--- config.mk ---
export PLATFORM = sky130hd
export DESIGN_NAME = spi_frame_slave
export DESIGN_NICKNAME = d
export VERILOG_FILES = /design/src/rtl/spi_pkg.sv /design/src/rtl/spi_pin_sync.sv /design/src/rtl/spi_frame_slave.sv
export SDC_FILE = /design/constraint.sdc
export NUM_CORES = 1
export LEC_CHECK = 0
export BUFFER_PORTS_ARGS = -buffer_cell sky130_fd_sc_hd__buf_2
export CORE_MARGIN = 8
export CORE_UTILIZATION = 50
export DETAILED_ROUTE_END_ITERATION = 16
export PLACE_DENSITY = 0.7
export SLEW_MARGIN = 20
export SYNTH_ARGS = -nofsm -noshare
export SYNTH_HDL_FRONTEND = slang
export SYNTH_SLANG_ARGS = --single-unit
--- constraint.sdc ---
create_clock -name sampling_clk -period 21.5 [get_ports sampling_clk]
set_input_delay 0 -clock sampling_clk [delete_from_list [all_inputs] [get_ports sampling_clk]]
set_output_delay 0 -clock sampling_clk [all_outputs]
set_load 0.05 [all_outputs]
--- src/rtl/spi_pkg.sv ---
// rtl/spi_pkg.sv - state encoding and SCLK edge helpers shared by the SPI frame slave
package spi_pkg;

  localparam logic [1:0] ENC_IDLE  = 2'd0;
  localparam logic [1:0] ENC_ARMED = 2'd1;
  localparam logic [1:0] ENC_SHIFT = 2'd2;

  typedef enum logic [1:0] {
    ST_IDLE  = ENC_IDLE,
    ST_ARMED = ENC_ARMED,
    ST_SHIFT = ENC_SHIFT
  } spi_state_e;

  // Cycles after reset release during which a low CS_N is treated as a
  // frame that was already running (sync pipeline depth plus one).
  localparam int SETTLE_W = 3;

  // Leading edge leaves the idle level: rising for CPOL=0, falling for CPOL=1.
  function automatic logic lead_edge(input logic cpol, input logic rise, input logic fall);
    return cpol ? fall : rise;
  endfunction

  function automatic logic trail_edge(input logic cpol, input logic rise, input logic fall);
    return cpol ? rise : fall;
  endfunction

endpackage

--- src/rtl/spi_pin_sync.sv ---
// rtl/spi_pin_sync.sv - two-flop pin synchroniser with one-cycle edge detector
module spi_pin_sync #(
  parameter bit RST_VAL = 1'b0
) (
  input  logic sampling_clk,
  input  logic rst,
  input  logic pin_async,
  output logic level,
  output logic rise,
  output logic fall
);

  logic meta;
  logic sync;
  logic dly;

  // Metastability pair followed by a delay flop so edges are seen for one cycle
  always_ff @(posedge sampling_clk or posedge rst) begin
    if (rst) begin
      meta <= RST_VAL;
      sync <= RST_VAL;
      dly  <= RST_VAL;
    end else begin
      meta <= pin_async;
      sync <= meta;
      dly  <= sync;
    end
  end

  assign level = sync;
  assign rise  = sync & ~dly;
  assign fall  = ~sync & dly;

endmodule

--- src/rtl/spi_frame_slave.sv ---
// rtl/spi_frame_slave.sv - oversampled full-duplex SPI slave with fixed frame length
module spi_frame_slave
  import spi_pkg::*;
#(
  parameter int DATA_W    = 128,
  parameter bit CPOL      = 1'b0,
  parameter bit CPHA      = 1'b0,
  parameter bit LSB_FIRST = 1'b0,
  parameter bit IDLE_SO   = 1'b0
) (
  input  logic              sampling_clk,
  input  logic              rst,
  input  logic              sclk_async,
  input  logic              cs_n_async,
  input  logic              mosi_async,
  output logic              so,
  input  logic [DATA_W-1:0] tx_data,
  output logic [DATA_W-1:0] rx_data,
  output logic              rx_valid,
  output logic              frame_err,
  output logic              busy
);

  localparam int CNT_W = $clog2(DATA_W + 1);
  localparam logic [CNT_W-1:0] FULL = CNT_W'(DATA_W);

  logic sclk_level_unused;
  logic sclk_rise;
  logic sclk_fall;
  logic cs_level;
  logic cs_rise;
  logic cs_fall;
  logic mosi_level;
  // MOSI is only ever sampled as a level on an SCLK edge
  logic mosi_rise_unused;
  logic mosi_fall_unused;

  spi_pin_sync #(.RST_VAL(CPOL)) u_sync_sclk (
    .sampling_clk (sampling_clk),
    .rst          (rst),
    .pin_async    (sclk_async),
    .level        (sclk_level_unused),
    .rise         (sclk_rise),
    .fall         (sclk_fall)
  );

  spi_pin_sync #(.RST_VAL(1'b1)) u_sync_cs_n (
    .sampling_clk (sampling_clk),
    .rst          (rst),
    .pin_async    (cs_n_async),
    .level        (cs_level),
    .rise         (cs_rise),
    .fall         (cs_fall)
  );

  spi_pin_sync #(.RST_VAL(1'b0)) u_sync_mosi (
    .sampling_clk (sampling_clk),
    .rst          (rst),
    .pin_async    (mosi_async),
    .level        (mosi_level),
    .rise         (mosi_rise_unused),
    .fall         (mosi_fall_unused)
  );

  logic sample_edge;
  logic shift_edge;

  assign sample_edge = CPHA ? trail_edge(CPOL, sclk_rise, sclk_fall)
                            : lead_edge(CPOL, sclk_rise, sclk_fall);
  assign shift_edge  = CPHA ? lead_edge(CPOL, sclk_rise, sclk_fall)
                            : trail_edge(CPOL, sclk_rise, sclk_fall);

  logic [DATA_W-1:0] tx_ordered;
  logic [DATA_W-1:0] rx_shifted;
  logic [DATA_W-1:0] tx_sr;
  logic [DATA_W-1:0] rx_sr;
  logic [CNT_W-1:0]  count;
  logic              over;
  logic [SETTLE_W-1:0] settle;
  spi_state_e        state;

  // Transmit register always shifts out of its MSB; LSB-first frames are reversed on load
  always_comb begin
    tx_ordered = tx_data;
    if (LSB_FIRST) begin
      for (int i = 0; i < DATA_W; i++) begin
        tx_ordered[i] = tx_data[DATA_W-1-i];
      end
    end
  end

  assign rx_shifted = LSB_FIRST ? {mosi_level, rx_sr[DATA_W-1:1]}
                                : {rx_sr[DATA_W-2:0], mosi_level};

  // Frame FSM: load on CS_N fall, sample/shift on SCLK edges, close and flag on CS_N rise
  always_ff @(posedge sampling_clk or posedge rst) begin
    if (rst) begin
      state     <= ST_IDLE;
      tx_sr     <= '0;
      rx_sr     <= '0;
      rx_data   <= '0;
      count     <= '0;
      over      <= 1'b0;
      so        <= IDLE_SO;
      rx_valid  <= 1'b0;
      frame_err <= 1'b0;
      busy      <= 1'b0;
      settle    <= '1;
    end else begin
      rx_valid  <= 1'b0;
      frame_err <= 1'b0;
      settle    <= settle >> 1;
      case (state)
        ST_IDLE: begin
          if (settle != '0 && !cs_level) begin
            // CS_N was already low when reset let go: wait for this frame to end
            state <= ST_ARMED;
          end else if (cs_fall) begin
            state <= ST_SHIFT;
            busy  <= 1'b1;
            count <= '0;
            over  <= 1'b0;
            rx_sr <= '0;
            if (CPHA) begin
              so    <= IDLE_SO;
              tx_sr <= tx_ordered;
            end else begin
              so    <= tx_ordered[DATA_W-1];
              tx_sr <= {tx_ordered[DATA_W-2:0], IDLE_SO};
            end
          end
        end
        ST_ARMED: begin
          if (cs_rise) begin
            state <= ST_IDLE;
          end
        end
        ST_SHIFT: begin
          if (cs_rise) begin
            // CS_N rise takes precedence over any SCLK edge detected in the same cycle
            state <= ST_IDLE;
            busy  <= 1'b0;
            so    <= IDLE_SO;
            if (count == FULL && !over) begin
              rx_data  <= rx_sr;
              rx_valid <= 1'b1;
            end else begin
              frame_err <= 1'b1;
            end
          end else begin
            if (sample_edge) begin
              if (count == FULL) begin
                over <= 1'b1;
              end else begin
                rx_sr <= rx_shifted;
                count <= count + 1'b1;
                // CPHA=1 has no shift edge after the last sample, so release SO here
                if (CPHA && count == FULL - 1'b1) begin
                  so <= IDLE_SO;
                end
              end
            end
            // Back-filling with IDLE_SO parks SO at idle once every bit is out
            if (shift_edge && (CPHA || count != '0)) begin
              so    <= tx_sr[DATA_W-1];
              tx_sr <= {tx_sr[DATA_W-2:0], IDLE_SO};
            end
          end
        end
        default: begin
          state <= ST_IDLE;
        end
      endcase
    end
  end

endmodule
## After elaboration in Yosys (flattened, before gate mapping)

Index checks and enable logic that the tools add are counted.

- Memories kept: 0
- Bits in registers: 410
- Memory bits (read-only): 0
- Bits in latches: 0
- Bits in writable memories: 0
- Word-level logic and storage cells: 101
- Output and inout port bits: 132

- Eq/ne operators: 14
- Shift-type cells: 0
- $mul: 0
- Div/mod/pow operators: 0
- Bitwise gates (word level): 8
- Mux-type cells: 42
- $add $sub $neg: 1
- Reduce and logical (&&, ||, !) cells: 17
- $lt $le $gt $ge: 0

Operators by type and width:

| kind | number |
|---|---|
| 128-bit two-way mux | 9 |
| 128-bit case mux with 2 select lines | 2 |
| 8-bit two-way mux | 5 |
| 1-bit two-way mux | 18 |
| 2-bit != test (second input constant) | 8 |
| 8-bit case mux with 2 select lines | 1 |
| 6-bit AND reduction | 2 |
| 8-bit by 1-bit adder with 8-bit output (second input constant) | 1 |
| 8-bit == test (second input constant) | 1 |
| 4-bit AND reduction | 2 |
| 8-bit nonzero test | 1 |
| 2-bit two-way mux | 3 |
| 3-bit != test (second input constant) | 2 |
| 1-bit case mux with 2 select lines | 3 |
| 5-bit AND reduction | 1 |
| 1-bit AND | 4 |
| 1-bit NOT | 4 |
| 2-bit case mux with 2 select lines | 1 |
| 1-bit logical AND | 3 |
| 3-bit AND reduction | 1 |
| 3-bit nonzero test | 1 |
| 2-bit by 1-bit == test with 1-bit output (second input constant) | 1 |
| 2-bit == test (second input constant) | 1 |
| 1-bit zero test | 2 |
| other kinds (5) | 5 |

## Longest topological paths before layout

Gate-level depths: netlist of the first run.

- Word-level depth: 6
- Gate-level depth with buffers: 9
- Gate-level depth less buffers: 6

## By module

A second synthesis of the first run with hierarchy kept.

- Cell total of the unflattened synthesis: 1364
- Area, all modules: 17732.0 µm²

By module, submodules not included:

| module | area an instance (µm²) | cells each | times used |
|---|---|---|---|
| spi_frame_slave | 17446.7 | 1346 | 1 |
| spi_pin_sync at u_sync_mosi ... | 93.8 | 6 | 2 |
| spi_pin_sync at u_sync_cs_n | 97.6 | 6 | 1 |

## Least setup slack after synthesis of the first run

Ideal clock, no wire load.

- Kind: register to register
- Start: reg state[0]
- End: reg tx_sr[30]
- Data required time: 21.375 ns
- Buffers on the path: 3
- Library setup time: 0.125 ns
- Period minus slack after synthesis: 2.217 ns
- Slack: 19.283 ns
- Cell stages (with the launch flop): 8
- Data arrival time: 2.092 ns
- Cells stage by stage: dfrtp_1 -> inv_1 -> ha_1 -> clkbuf_1 -> clkbuf_1 -> clkbuf_1 -> mux2_2 -> mux2_2

- Longest elaborated chain between the ends: 3
- Elaborated cells on any way between the ends: 9

Ends and longest elaborated chain:

| item | RTL line | source |
|---|---|---|
| from (decl) | spi_frame_slave.sv:80 | `spi_state_e state;` |
| from (signal assigned) | spi_frame_slave.sv:98 | `state <= ST_IDLE;` |
| from (signal assigned) | spi_frame_slave.sv:117 | `state <= ST_ARMED;` |
| from (signal assigned) | spi_frame_slave.sv:119 | `state <= ST_SHIFT;` |
| 2-bit == test or 2-bit zero test (tied branches) | spi_frame_slave.sv:113 | `case (state)` |
| 2-bit != test (no source line) or 2-bit nonzero test (tied branches) | -- |  |
| 5-bit AND reduction (no source line) | -- |  |
| to (signal assigned) | spi_frame_slave.sv:126 | `tx_sr <= tx_ordered;` |
| to (signal assigned) | spi_frame_slave.sv:129 | `tx_sr <= {tx_ordered[DATA_W-2:0], IDLE_SO};` |
| to (signal assigned) | spi_frame_slave.sv:166 | `tx_sr <= {tx_sr[DATA_W-2:0], IDLE_SO};` |
| to (decl) | spi_frame_slave.sv:75 | `logic [DATA_W-1:0] tx_sr;` |

Parallel ways exist; a longest one is shown, timed or not.
A chain may end at the register's enable or synchronous reset.

## Worst setup path in the final report of the first run

- Start: reg state[0]
- End: reg tx_sr[85]

The elaborated chain is that of the path after synthesis.

==> results of run 1 <==
[flip-flops by register name (all words and copies together) (netlist names), 2 cells and up]
signal and count:
state 2, rx_data 128, count 8, rx_sr 128, settle 3, tx_sr 127
[area by class of cell]
type | count | area, um^2
clock buffers | 64 | 1290
repair buffers | 412 | 2760
flip-flops and latches | 409 | 10200
clock inverters | 15 | 168
multi-input cells | 854 | 7460
inverters | 13 | 61.3
diodes | 4 | 10.0
fillers | 2714 | 13700
well taps | 468 | 586
[through the flow]
| stage | total power [mW] | hold WS (ns) | area (um^2) |
|---|---|---|---|
| CTS | 2.44 | 0.0937 | 22600 |
| global placement | 1.63 | 0.108 | 19800 |
| floorplan | 1.53 | 0.00448 | 18200 |
| finish | 2.43 | 0.119 | 22600 |
| global route | 2.55 | 0.117 | 22600 |
| detailed placement | 1.65 | 0.107 | 19800 |
[kinds of logic after synthesis]
family,Yosys count,share of synthesized area
AND/OR/NAND/NOR,175,0.0407
AO/OA/AOI/OAI,291,0.119
buffers and inverters,130,0.0312
adder cells (fa/ha/maj),4,0.00275
multiplexers,383,0.243
flip-flops,409,0.563
other,1,0.000206
[cell usage after synthesis, types with 5 or more instances]
cell type	n
nand3_1	6
nand2_1	135
a221o_1	133
nor3_1	5
mux2_2	342
o21ai_0	8
mux2_4	29
nor2_1	9
a21oi_1	133
mux2_1	10
dfstp_2	6
clkbuf_1	73
buf_2	37
inv_1	13
dfrtp_1	403
[where the power goes]
| part | switching [mW] | total [mW] | internal (mW) |
|---|---|---|---|
| Combinational | 0.352 | 0.696 | 0.343 |
| Sequential | 0.0711 | 0.979 | 0.908 |
| Clock | 0.306 | 0.759 | 0.452 |
[worst max path at each step]
stage / startpoint / endpoint / depth (start not counted)
2_1_floorplan: rst / busy$_DFFE_PP0P_ / 1
3_3_place_gp: state[0]$_DFFE_PP0P_ / tx_sr[82]$_DFFE_PP0P_ / 7
3_5_place_dp: state[0]$_DFFE_PP0P_ / tx_sr[93]$_DFFE_PP0P_ / 7
4_1_cts: state[0]$_DFFE_PP0P_ / tx_sr[93]$_DFFE_PP0P_ / 7
5_1_grt: state[0]$_DFFE_PP0P_ / tx_sr[80]$_DFFE_PP0P_ / 7
6_report: state[0]$_DFFE_PP0P_ / tx_sr[85]$_DFFE_PP0P_ / 7
[timing repair]
action | CTS | global route
hold buffers | 132 | 0
hold endpoints to repair | 274 | 0
buffers inserted | 0 | 0
[metal layers]
| layer | vias to the layer above | GRT usage | routed length [um] |
|---|---|---|---|
| met1 | 6564 | 0.277 | 19100 |
| met3 | 87 | 0.0396 | 2490 |
| li1 | 5819 | - | - |
| met4 | 0 | 0.0686 | 1190 |
| met5 | - | 0 | 0 |
| met2 | 350 | 0.339 | 21600 |
[worst max-delay path, stage by stage (launching register included)]
cell and delay (ns):
dfrtp_1 0.40, inv_1 0.13, ha_4 0.76, nand4b_1 0.28, a211oi_4 0.29, buf_4 0.63
buf_4 0.89, mux2_2 0.43
==> run_results.csv, run 1 <==
group,metric,value,unit
status,run_status,"completed",
sta,fin_ws,17.41,ns
worst_setup_path,worst_setup_path_start_kind,"flop",
worst_setup_path,crit-reg2reg-capture,"tx_sr[85]$_DFFE_PP0P_",
routing,initialDrtViolationCount,885,
clock_tree,tritoncts.num_buffers,44,
sta,finalSetupViolCount,0,
finish,post_layout_nonfiller_instances,2239,
floorplanning,core-area,36300,um^2
worst_setup_path,r2r-start,"state[0]$_DFFE_PP0P_",
routing,post-route-drc-count,0,
worst_setup_path,setup.reg_to_reg.worst_slack,17.41,ns
finish,final_util,0.623,
sta,timing_worst_slew_pin_value,1.08,ns
sta,achievable-frequency,0.245,GHz
routing,routed-via-count,12800,
placement,detailedPlacementHpwl,25.2,mm
worst_hold_path,timing.hold.worst_endpoint,"u_sync_mosi.meta$_DFF_PP0_",
finish,final_layout_size_suffix_gt1_frac,0.417,
synthesis,synth_sequential_area_ratio,0.563,
sta,final-hold-violation-count,0,
synthesis,yosysUniqueCellTypes,44,
grt,grt_max_degree,152,
synthesis,synth_top_cell_by_area,"dfrtp_1",
clock_tree,tritoncts,"yes",
worst_hold_path,min-delay-start,"mosi_async",
floorplanning,die-width,207,um
placement,detailedPlace.worstSlack,17.49,ns
synthesis,synthCells,1393,
placement,place.port_buffers,264,
clock_tree,worst_setup_hold_path_clk_slew,0.06,ns
synthesis,avg_synthesized_cell_area,13.1,um^2
finish,mostFrequentLayoutCell,"dfrtp_1",
worst_setup_path,endpoint_type_of_the_worst_setup_path,"flop",
routing,wl_per_cell,19.8,um
floorplanning,initial_cell_density_of_the_core,0.502,
power_and_ir_drop,power_per_cell_area,108,nW/um^2
routing,route.detailed.vias_per_inst,5.73,
power_and_ir_drop,vdd_drop_max,0.0918,mV
floorplanning,floorplan.die_area,42800,um^2
worst_setup_path,worst_r2r_path_depth,7,
clock_tree,cts_resized,0,
power_and_ir_drop,p_leak,10.9,nW
finish,final_cell_mix,"403 x dfrtp_1, 342 x mux2_2, 264 x buf_2, 135 x nand2_1",
grt,track_usage,0.207,
worst_setup_path,critPathRequiredTime,21.91,ns
sta,setup_tns,0,ns
synthesis,synthesis.yosys.warnings,0,
worst_setup_path,peak_fanout_along_the_critical_path,81,
placement,dp.cells,2024,
routing,drt_first_pass_iters,5,
grt,initial_antenna_violation_count,4,
clock_tree,worstSkewPairLatency,0.55,ns
floorplanning,count_of_pins_on_the_block_boundary,265,
worst_setup_path,arrival,4.50,ns
placement,gp_congestion,0.772,
synthesis,synth.area.top_cells,"dfrtp_1 55%, mux2_2 21%, a221o_1 7.3%",
sta,slew_headroom,0.282,
synthesis,ys_seq_elements,409,
floorplanning,number_of_cell_rows,70,
clock_tree,max_buffers_root_to_sink,3,
synthesis,synth_top_flop_cell,"dfrtp_1",
synthesis,synth.top_cell.area_share,0.554,
clock_tree,tritoncts_num_sinks,409,
sta,skew,0.0216,ns
clock_tree,cts_htree_levels,2,
synthesis,synthArstFlopShare,1.00,
synthesis,synth_nets,1530,
grt,wire_length_of_the_first_global_routing_pass,72.4,mm
grt,grt_pass1_vias,13400,
grt,overflow,0,
finish,syn2layout_area_growth,24.0,%
sta,maxSlewViolCount,0,
synthesis,synth_edf_count,0,
sta,rsz_0062_raised_after_global_routing,"false",
synthesis,synth.cell_area,18200,um^2
sta,layout_worst_path_cycle_share,0.190,
finish,final_nets,1871,
clock_tree,clock_tree.root_cell,"clkbuf_16",
worst_setup_path,critical_path_class,"reg -> reg",
worst_hold_path,hold_path_class,"in -> reg",
worst_hold_path,worst_hold_path.num_cells,2,
routing,ant_nets,0,
sta,min_period,4.09,ns
floorplanning,dieHeight,207,um
flow_run,cap_viol_max_count,0,
routing,detail_route.wirelength,44.4,mm
No activity file was read; power rests on OpenSTA's default activity.
==> inputs of run 2 (changes only) <==
- PLACE_DENSITY: 0.7 -> 0.73
- clock period: 21.5 -> 3.6 ns (I/O delays scaled with it)
==> run 2 against run 1 <==
Against the previous run: setup slack got worse by 17 ns; clock power increased to 5.9 times the previous value; maximum frequency increased by 39%; global-route usage decreased by 0.32 points; count of clock-buffer cells in the layout decreased by 2; largest cell class unchanged; largest power group unchanged.
==> run_results.csv, run 2 (synthesized netlist as in run 1, its figures left out) <==
group,metric,value,unit
floorplanning,core-area,36300,um^2
clock_tree,tritoncts_num_sinks,409,
finish,reg.largest.list,"rx_data x128, rx_sr x128, tx_sr x127",
routing,post-route-drc-count,0,
clock_tree,post_cts.repair.setup_buffers,0,
routing,route.detailed.vias_per_inst,5.68,
grt,wire_length_of_the_first_global_routing_pass,70.5,mm
routing,wl_per_cell,19.6,um
power_and_ir_drop,p_leak,10.9,nW
sta,skew,0.0165,ns
placement,place.port_buffers,264,
sta,maxSlewViolCount,0,
worst_setup_path,endpoint_type_of_the_worst_setup_path,"flop",
worst_setup_path,critPathRequiredTime,4.03,ns
routing,detail_route.wirelength,43.8,mm
status,run_status,"completed",
clock_tree,clock_tree.root_cell,"clkbuf_16",
finish,final_layout_size_suffix_gt1_frac,0.419,
sta,achievable-frequency,0.340,GHz
floorplanning,initial_cell_density_of_the_core,0.502,
worst_setup_path,worst_setup_path_start_kind,"flop",
sta,min_period,2.94,ns
sta,timing_worst_slew_pin_value,0.878,ns
routing,ant_nets,0,
clock_tree,cts_resized,0,
worst_setup_path,peak_fanout_along_the_critical_path,50,
finish,final_nets,1876,
sta,hold_slack,0.0876,ns
grt,grt_pass1_vias,13100,
floorplanning,floorplan.die_area,42800,um^2
routing,initialDrtViolationCount,946,
placement,detailedPlacementHpwl,24.9,mm
clock_tree,worst_setup_hold_path_clk_slew,0.06,ns
flow_run,cap_viol_max_count,0,
placement,gp_congestion,0.745,
sta,layout_worst_path_cycle_share,0.817,
finish,mostFrequentLayoutCell,"dfrtp_1",
sta,slew_headroom,0.415,
finish,multiInputGateArea,7460,um^2
sta,finalSetupViolCount,0,
finish,final_cell_mix,"403 x dfrtp_1, 342 x mux2_2, 264 x buf_2, 135 x nand2_1",
finish,n_fill_cell,2743,
clock_tree,tritoncts.num_buffers,43,
worst_setup_path,arrival,3.37,ns
worst_setup_path,critical_path_class,"reg -> reg",
power_and_ir_drop,vdd_drop_max,0.706,mV
floorplanning,die-width,207,um
grt,overflow,0,
clock_tree,cts_htree_levels,2,
routing,drt_first_pass_iters,5,
power_and_ir_drop,power_per_cell_area,643,nW/um^2
finish,final_util,0.627,
sta,final-hold-violation-count,0,
worst_hold_path,hold_path_class,"in -> reg",
floorplanning,dieHeight,207,um
floorplanning,number_of_cell_rows,70,
clock_tree,worstSkewPairLatency,0.56,ns
grt,initial_antenna_violation_count,3,
grt,track_usage,0.204,
finish,final-seq-area,10200,um^2
floorplanning,count_of_pins_on_the_block_boundary,265,
clock_tree,max_buffers_root_to_sink,3,
grt,grt_max_degree,139,
sta,rsz_0062_raised_after_global_routing,"false",
routing,routed-via-count,12700,
clock_tree,cts_hold_buffers,133,
clock_tree,tritoncts,"yes",
finish,syn2layout_area_growth,24.8,%
## run 2: changes by cell type in the layout (fill, tap and decap cells not counted), moves of 2 or more
| cell | change |
|---|---|
| buf_12 | +11 |
| buf_4 | -6 |
| clkbuf_1 | -4 |
| clkbuf_8 | +4 |
| clkbuf_16 | -2 |
| clkinvlp_4 | +2 |
| inv_6 | -2 |
## run 2: final cells by class
| cell class | instances | area share |
|---|---|---|
| sequential | 409 | 0.451 |
| multi-input combinational | 854 | 0.328 |
| timing repair buffer | 418 | 0.130 |
| clock buffer | 62 | 0.0562 |
| tap | 468 | 0.0258 |
| clock inverter | 13 | 0.00655 |
| inverter | 13 | 0.00231 |
| antenna | 3 | 0.000330 |
## run 2: path summary, 6_finish.rpt
path,from,endpoint,cells past startpoint,slack [ns]
min in group asynchronous,rst,tx_sr[5]$_DFFE_PP0P_,4,0.60
worst min-delay path,mosi_async,u_sync_mosi.meta$_DFF_PP0_,2,0.09
worst min register to register,u_sync_mosi.meta$_DFF_PP0_,u_sync_mosi.level$_DFF_PP0_,0,0.35
worst max-delay path,state[0]$_DFFE_PP0P_,tx_sr[50]$_DFFE_PP0P_,6,0.66
worst max register to register,state[0]$_DFFE_PP0P_,tx_sr[50]$_DFFE_PP0P_,6,0.66
max in group asynchronous,rst,tx_sr[37]$_DFFE_PP0P_,6,1.72
## run 2: metal layers
layer	track usage	up-vias	wire length (um)
li1	-	5836	-
met1	0.265	6456	18400
met2	0.329	343	21500
met3	0.0440	98	2350
met4	0.0878	0	1610
met5	0	-	0
## run 2: per-stage QoR
stage | area (um^2) | cells | total power [mW] | setup slack (ns) | TNS [ns]
final | 22700 | 2240 | 14.6 | 0.659 | 0
after global routing | 22700 | 2240 | 15.3 | 0.507 | 0
after CTS | 22700 | 2237 | 14.6 | 0.709 | 0
after detailed placement | 20000 | 2029 | 10.0 | 0.727 | 0
after global placement | 20000 | 2029 | 9.85 | 0.812 | 0
after floorplan | 18200 | 1393 | 9.16 | -1.91 | -770.76
## run 2: power by group
| part | total, mW | switching (mW) | internal [mW] |
|---|---|---|---|
| logic | 4.28 | 2.14 | 2.13 |
| registers | 5.86 | 0.442 | 5.42 |
| clock network | 4.47 | 1.79 | 2.67 |
## run 2: worst max-delay path, stage by stage (launching register included)
cell and delay, ns:
dfrtp_1 0.40, inv_1 0.13, ha_4 0.58, nand4b_1 0.25, a211oi_4 0.58, buf_4 0.44
mux2_2 0.42
